$ cat config.mk
export PLATFORM = sky130hd
export DESIGN_NAME = bcd_scan_decoder
export DESIGN_NICKNAME = d
export VERILOG_FILES = /design/src/rtl/bcd_scan_decoder.sv
export SDC_FILE = /design/constraint.sdc
export NUM_CORES = 1
export LEC_CHECK = 0
export ABC_CLOCK_PERIOD_IN_PS = 2300
export CORE_UTILIZATION = 40
export DETAILED_ROUTE_END_ITERATION = 16
export GPL_TIMING_DRIVEN = 0
export SLEW_MARGIN = 20
export SYNTH_ARGS = -nofsm -noshare
export SYNTH_HDL_FRONTEND = slang
export SYNTH_SLANG_ARGS = --single-unit
$ cat constraint.sdc
create_clock -name clk -period 2.3 [get_ports clk]
set_clock_uncertainty 0.2 [all_clocks]
set_input_delay 0.46 -clock clk [delete_from_list [all_inputs] [get_ports clk]]
set_output_delay 0.46 -clock clk [all_outputs]
set_load 0.02 [all_outputs]
$ cat src/rtl/bcd_scan_decoder.sv
//------------------------------------------------------------------------------
// bcd_scan_decoder
//
// Multi-digit BCD-to-decimal scan decoder. A packed BCD word is captured on a
// load strobe and shown one digit at a time on a one-hot 10-line decimal bus.
// Each digit stays on the bus for DWELL clock cycles. A one-hot digit select
// and a binary digit index identify the digit currently shown.
//
// Parameters
//   DIGITS : number of BCD digits scanned (>= 1)
//   DWELL  : clock cycles each digit is displayed (>= 1)
//
// Ports
//   clk        : rising-edge clock
//   rst_n      : synchronous active-low reset
//   en         : scan enable; when low the scan freezes and the decode
//                outputs (dec_out, dig_sel, invalid) clear to 0
//   load       : capture bcd_in on this edge (independent of en)
//   bcd_in     : packed BCD, nibble k = digit k, nibble 0 = least significant
//   dec_out    : one-hot decimal value of the displayed digit (bit n = value n)
//   dig_sel    : one-hot select of the displayed digit
//   dig_idx    : binary index of the displayed digit (holds while en=0)
//   invalid    : displayed nibble is a non-BCD code (10..15)
//   frame_done : one-cycle pulse when the last digit's dwell ends
//
// Optional build macro
//   BCD_LEADING_ZERO_BLANK_EN : when defined, a zero digit k>0 with all
//   higher digits also zero is blanked (dec_out=0). Digit 0 is never blanked.
//
// All outputs are registered from the current state, so they lag the scan
// state by exactly one clock.
//------------------------------------------------------------------------------
module bcd_scan_decoder #(
    parameter int DIGITS = 4,
    parameter int DWELL  = 1000
) (
    input  logic                                   clk,
    input  logic                                   rst_n,
    input  logic                                   en,
    input  logic                                   load,
    input  logic [4*DIGITS-1:0]                    bcd_in,
    output logic [9:0]                             dec_out,
    output logic [DIGITS-1:0]                      dig_sel,
    output logic [((DIGITS > 1) ? $clog2(DIGITS) : 1)-1:0] dig_idx,
    output logic                                   invalid,
    output logic                                   frame_done
);

    localparam int IDX_W = (DIGITS > 1) ? $clog2(DIGITS) : 1;
    localparam int PRE_W = (DWELL > 1) ? $clog2(DWELL) : 1;

    localparam logic [IDX_W-1:0] LAST_IDX = IDX_W'(DIGITS - 1);
    localparam logic [PRE_W-1:0] LAST_PRE = PRE_W'(DWELL - 1);

    //--------------------------------------------------------------------------
    // Scan state
    //--------------------------------------------------------------------------
    logic [4*DIGITS-1:0] snap_reg,  snap_next;
    logic [PRE_W-1:0]    presc_reg, presc_next;
    logic [IDX_W-1:0]    idx_reg,   idx_next;
    // Set on the edge where the last digit's dwell wraps; the pulse itself is
    // issued one edge later so it lines up with the delayed display outputs.
    logic                frame_pend_reg, frame_pend_next;

    //--------------------------------------------------------------------------
    // Registered outputs
    //--------------------------------------------------------------------------
    logic [9:0]          dec_reg,     dec_next;
    logic [DIGITS-1:0]   sel_reg,     sel_next;
    logic [IDX_W-1:0]    dig_idx_reg, dig_idx_next;
    logic                invalid_reg, invalid_next;
    logic                frame_done_reg, frame_done_next;

    //--------------------------------------------------------------------------
    // Digit extraction
    //--------------------------------------------------------------------------
    logic [3:0] nibbles [DIGITS];
    logic [3:0] cur_nib;
    logic       nib_invalid;
    logic       blank;

    generate
        for (genvar gi = 0; gi < DIGITS; gi++) begin : g_nib
            assign nibbles[gi] = snap_reg[4*gi +: 4];
        end
    endgenerate

    assign cur_nib     = nibbles[idx_reg];
    assign nib_invalid = (cur_nib > 4'd9);

`ifdef BCD_LEADING_ZERO_BLANK_EN
    // zero_from[k] is high when nibbles k..DIGITS-1 are all zero, i.e. digit k
    // is a leading zero. Digit 0 is excluded so a value of 0 still shows "0".
    logic [DIGITS:0] zero_from;
    logic            blank_at [DIGITS];

    assign zero_from[DIGITS] = 1'b1;

    generate
        for (genvar gi = 0; gi < DIGITS; gi++) begin : g_lzb
            assign zero_from[gi] = (nibbles[gi] == 4'd0) && zero_from[gi+1];
            if (gi == 0) begin : g_d0
                assign blank_at[gi] = 1'b0;
            end else begin : g_dk
                assign blank_at[gi] = zero_from[gi];
            end
        end
    endgenerate

    assign blank = blank_at[idx_reg];
`else
    assign blank = 1'b0;
`endif

    //--------------------------------------------------------------------------
    // Next scan state
    //--------------------------------------------------------------------------
    always_comb begin
        snap_next       = snap_reg;
        presc_next      = presc_reg;
        idx_next        = idx_reg;
        frame_pend_next = 1'b0;

        if (load) begin
            snap_next = bcd_in;
        end

        if (en) begin
            if (presc_reg == LAST_PRE) begin
                presc_next      = '0;
                idx_next        = (idx_reg == LAST_IDX) ? '0 : idx_reg + IDX_W'(1);
                frame_pend_next = (idx_reg == LAST_IDX);
            end else begin
                presc_next = presc_reg + PRE_W'(1);
            end
        end
    end

    //--------------------------------------------------------------------------
    // Next output values, decoded from the current state
    //--------------------------------------------------------------------------
    generate
        for (genvar gi = 0; gi < 10; gi++) begin : g_dec
            assign dec_next[gi] = en && !nib_invalid && !blank &&
                                  (cur_nib == 4'(gi));
        end
        for (genvar gi = 0; gi < DIGITS; gi++) begin : g_sel
            assign sel_next[gi] = en && (idx_reg == IDX_W'(gi));
        end
    endgenerate

    // dig_idx keeps the last shown index while paused; the other decode
    // outputs blank.
    assign dig_idx_next    = en ? idx_reg : dig_idx_reg;
    assign invalid_next    = en && nib_invalid;
    assign frame_done_next = en && frame_pend_reg;

    //--------------------------------------------------------------------------
    // Registers
    //--------------------------------------------------------------------------
    always_ff @(posedge clk) begin
        if (!rst_n) begin
            snap_reg       <= '0;
            presc_reg      <= '0;
            idx_reg        <= '0;
            frame_pend_reg <= 1'b0;
            dec_reg        <= '0;
            sel_reg        <= '0;
            dig_idx_reg    <= '0;
            invalid_reg    <= 1'b0;
            frame_done_reg <= 1'b0;
        end else begin
            snap_reg       <= snap_next;
            presc_reg      <= presc_next;
            idx_reg        <= idx_next;
            frame_pend_reg <= frame_pend_next;
            dec_reg        <= dec_next;
            sel_reg        <= sel_next;
            dig_idx_reg    <= dig_idx_next;
            invalid_reg    <= invalid_next;
            frame_done_reg <= frame_done_next;
        end
    end

    assign dec_out    = dec_reg;
    assign dig_sel    = sel_reg;
    assign dig_idx    = dig_idx_reg;
    assign invalid    = invalid_reg;
    assign frame_done = frame_done_reg;

endmodule

# Word level (Yosys, flattened, before mapping)
# Cells that the tools add are included.
# totals
out_inout_bits	18
regBits	47
input_bits	20
wordCells	54
# classes
muxes	5
n_reduce_logical	22
n_eq_ne	13
addsub	2
bitwise_logic	1
magnitude_cmp	2
# ops
cell	n
$logic_and A1 B1 Y1	17
$eq A4 B3 Y1 const B	4
$add A10 B1 Y10 const B	1
$eq A10 B10 Y1 const B	1
$mux W10	1
$bmux W4 S2	1
$eq A4 B2 Y1 const B	2
$eq A4 B4 Y1 const B	2
$mux W4	2
$eq A2 B2 Y1 const B	2
$eq A4 B1 Y1 const B	1
$gt A4 B4 Y1 const B	1
$logic_not A4 Y1	1
$ge A3 B3 Y1 const B	1
$not A2 Y3	1
$reduce_and A3 Y1	1
$add A2 B1 Y2 const B	1
$eq A2 B1 Y1 const B	1
$logic_not A2 Y1	1
$mux W2	1
$reduce_and A2 Y1	1
$logic_not A1 Y1	1

# Longest topological paths before layout
# depth
ltp_word	8
mapped_depth	5
mapped_depth_nobuf	4

# Least setup slack after synthesis
# Ideal clock, no wire load.
# synth_path
path_kind	reg2reg
from	reg idx_reg[0]
to	reg dec_reg[1] (netlist: dec_out[1])
stages_incl_launch_ff	5
arrival_ns	1.614
synth_period_minus_slack_ns	1.901
setup_ns	0.088
required_ns	2.012
n_path_buf	1
path_slack_ns	0.399
path_cell_list	dfxtp_1 > buf_6 > mux4_2 > or3_4 > nor4b_2
# synth_between
elab_chain_cells	8
word_cells_on_any_way	9
cone_classes	1 x order compare; 1 x eq/ne; 3 x mux; 1 x bitwise; 3 x reduce/logical
# synth_lines
item	line_no	source
from (decl)	60	logic [IDX_W-1:0] idx_reg, idx_next;
from (signal assigned)	175	idx_reg <= idx_next;
$not A2 Y3 (implied by the code) *	88	assign cur_nib = nibbles[idx_reg];
$bmux W4 S2 *	88	
$mux W4 (implied by the code) * (2 in series)	88	
$gt A4 B4 Y1	89	assign nib_invalid = (cur_nib > 4'd9);
$logic_not A1 Y1	144	assign dec_next[gi] = en && !nib_invalid && !blank &&
$logic_and A1 B1 Y1	144	
$logic_and A1 B1 Y1 *	144	
to (signal assigned)	177	dec_reg <= dec_next;
to (decl)	68	logic [9:0] dec_reg, dec_next;
# Mark *: on every way between the ends. The rest lies on a longest branch, timed or not. The select of a mux whose other input is x is not followed.
# A chain may end at the register's enable or synchronous reset.

# Worst setup path after layout
# layout_path
from	reg idx_reg[1]
to	reg dec_reg[1] (netlist: dec_out[1])
# Same word-level chain as after synthesis.

==> reports/qor.yml <==
cells_and_area:
  final_cell_mix: "dfxtp_1, clkdlybuf4s50_1, nor2_1, mux2i_1, clkbuf_1"
  synthToLayoutAreaGrowth_pct: 26.50
  multiInputGateArea_um2: 884.6
  final_cells: 271
  largest_reg_flops: 16
  diodes: 0
  drive_above_1_share_pct: 8.676
  mostFrequentLayoutCell: "dfxtp_1"
  register_area_um2: 940.9
  fillCellCount: 423
  nNetsFinal: 244
  postLayoutCellArea_um2: 2401
route:
  drc: 0
  drt_iter0_markers: 61
  met1_length_mm: 1.703
  top_layer: "met4"
  wl_mm: 3.874
  post_drt_wl_per_cell_um: 14.30
  dr.pass1.iters: 10
  dr_wl_met3_um: 122
  viasPerCell: 5.251
  drtAntennaViolNets: 0
  dr_wl_met2_mm: 2.003
  vias: 1423
timing:
  setup_viol: 0
  rsz0062_at_grt: "false"
  drv_slew: 0
  min_period_over_period_pct: 89.40
  timing.setup.tns_ps: 0
  setup_slack_ps: 243.8
  slew-limit-headroom_pct: 53.50
  min_period_ps: 2056
  tightest_slew_ps: 693.4
  clock.fmax_ghz: 0.4863
  hold_viol_final: 0
yosys:
  syn_area_um2: 1898
  netlist_instances: 177
  yosys_warnings: 0
  synthTopCellsByArea: "dfxtp_1, mux2i_1, nor2_1"
  syn-mean-instance-area_um2: 10.72
  yosysSeqAreaShare_pct: 49.57
  yosysTopAreaCellShare_pct: 49.57
  synth_cell_type_count: 36
  yosysTopAreaCell: "dfxtp_1"
  synth-seq-cells: 47
  synth_fp_nets: 202
grt:
  first_global_vias: 1487
  grtUsageTotal_pct: 17.84
  antenna_found_initial: 0
  grt_overflow_total: 0
  grt_start_max_net_pins: 14
  grt_pass1_wl_mm: 6.955
clock_tree:
  clock_path_buffers: 2
  cts_tree: "yes"
  postCtsHoldBufs: 0
  cts-buffers-inserted: 5
  post_cts_buffers: 0
  insertion_delay_ps: 300
  clk_pin_slew_ps: 80
  cts_resized: 0
  cts_num_sinks: 47
  cts_htree_levels: 2
  cts-root-buf: "clkbuf_8"
worst_setup_path:
  crit_path_max_fanout: 8
  crit_required_ps: 2320
  critPathArrivalTime_ps: 2080
  worst-setup-path-type: "register to register"
  start_kind: "register"
  crit_start: "idx_reg[1]"
  reg2reg_slack_ps: 240
  r2r_start: "idx_reg[1]"
  critPathCaptureType: "register"
floorplan:
  io_pins: 38
  die_w_um: 70.89
  core_area_um2: 4444
  dieArea_um2: 5025
  die_y_um: 70.89
  num_rows: 24
  initial_utilization_pct: 42.71
placement:
  dp_hpwl_mm: 2.901
  globalplace.congestion: 0.7119
  placed_area_um2: 2313
  placed_cells_incl_taps: 264
  portBuffers: 35
  dp_slack_ps: 16.73
power:
  p_int_mw: 1.145
  peakVddDrop_mv: 0.3771
  p_sw_uw: 335.9
  leakagePower_nw: 0.9118
  cellPowerDensity_nw_per_um2: 616.9
  seqPwrFrac_pct: 57.4
  switching_share_pct: 22.68
  pwr-share-comb_pct: 9.2
  p_clk_share_pct: 33.4
flow_run:
  cap_violations: 0
min_path:
  hp-class: "register to register"
  min_from: "frame_pend_reg"
outcome:
  status: "finished clean"
stage by stage:
step | total power, mW | util (%) | hold WS [ps]
2_1_floorplan | 0.9477 | - | 236.7
3_3_place_gp | 1.001 | 52.06 | 244.7
3_5_place_dp | 1.008 | 52.06 | 249.7
4_1_cts | 1.497 | 54.03 | 268.7
5_1_grt | 1.552 | 54.03 | 301.5
6_report | 1.481 | 54.03 | 263.9
cells in the mapped netlist (all sizes together):
cell,count
a21oi,6
a22oi,1
and2,2
and3,5
buf,3
clkbuf,7
dfxtp,47
ha,5
inv,5
mux2i,20
mux4,4
nand2,5
nand3,2
nand3b,3
nand4,3
nand4b,1
nor2,25
nor2b,2
nor3,2
nor4,3
nor4b,3
o2111a,1
o21ai,1
o22ai,1
o311ai,1
o31ai,5
o41ai,1
or3,3
or3b,1
or4,5
xnor2,1
xor2,3
final timing paths:
path              cells past startpoint          to
setup reg to reg                      4  dec_out[1]
hold / removal                        1  frame_done
setup / recovery                      4  dec_out[1]
hold reg to reg                       1  frame_done
per-layer routing:
layer	up-vias	global-route usage (%)
li1	717	-
met1	680	20.38
met2	21	31.73
met3	5	5.556
met4	0	5.778
met5	-	0
power by group through the flow:
| stage | Clock (mW) | Combinational, mW | Sequential [mW] |
|---|---|---|---|
| 4_1_cts | 0.508 | 0.138 | 0.851 |
| 3_5_place_dp | 0 | 0.137 | 0.870 |
| 3_3_place_gp | 0 | 0.132 | 0.868 |
| 2_1_floorplan | 0 | 0.0766 | 0.871 |
| 6_report | 0.494 | 0.136 | 0.851 |
| 5_1_grt | 0.547 | 0.150 | 0.855 |
cell type report:
cell class              instances  area share (%)
plain buffers                  10           2.241
clock buffers                   6           3.439
clock inverters                 1          0.2084
inverters                       5          0.7817
multi-input cells             115           36.84
flip-flops and latches         47           39.19
well taps                      52           2.710
repair buffers                 35           14.59
cells by family (layout without fill, tap and decap cells):
| logic type | Yosys count | count (layout) | synth area share (%) |
|---|---|---|---|
| AOI/OAI and AO/OA | 17 | 17 | 6.329 |
| xor gates and xnor gates | 4 | 4 | 1.846 |
| adders and majority gates | 5 | 5 | 3.296 |
| muxes | 24 | 24 | 15.49 |
| DFF | 47 | 47 | 49.57 |
| buffers and inverters | 15 | 57 | 3.823 |
| and+or+nand+nor | 65 | 65 | 19.64 |
worst max-delay path: stages, from the launching register on:
cell and delay, ps:
dfxtp_1 360, clkbuf_1 360, mux4_2 440, or3_4 420, nor4b_2 200
(Power assumes the default switching activity.)
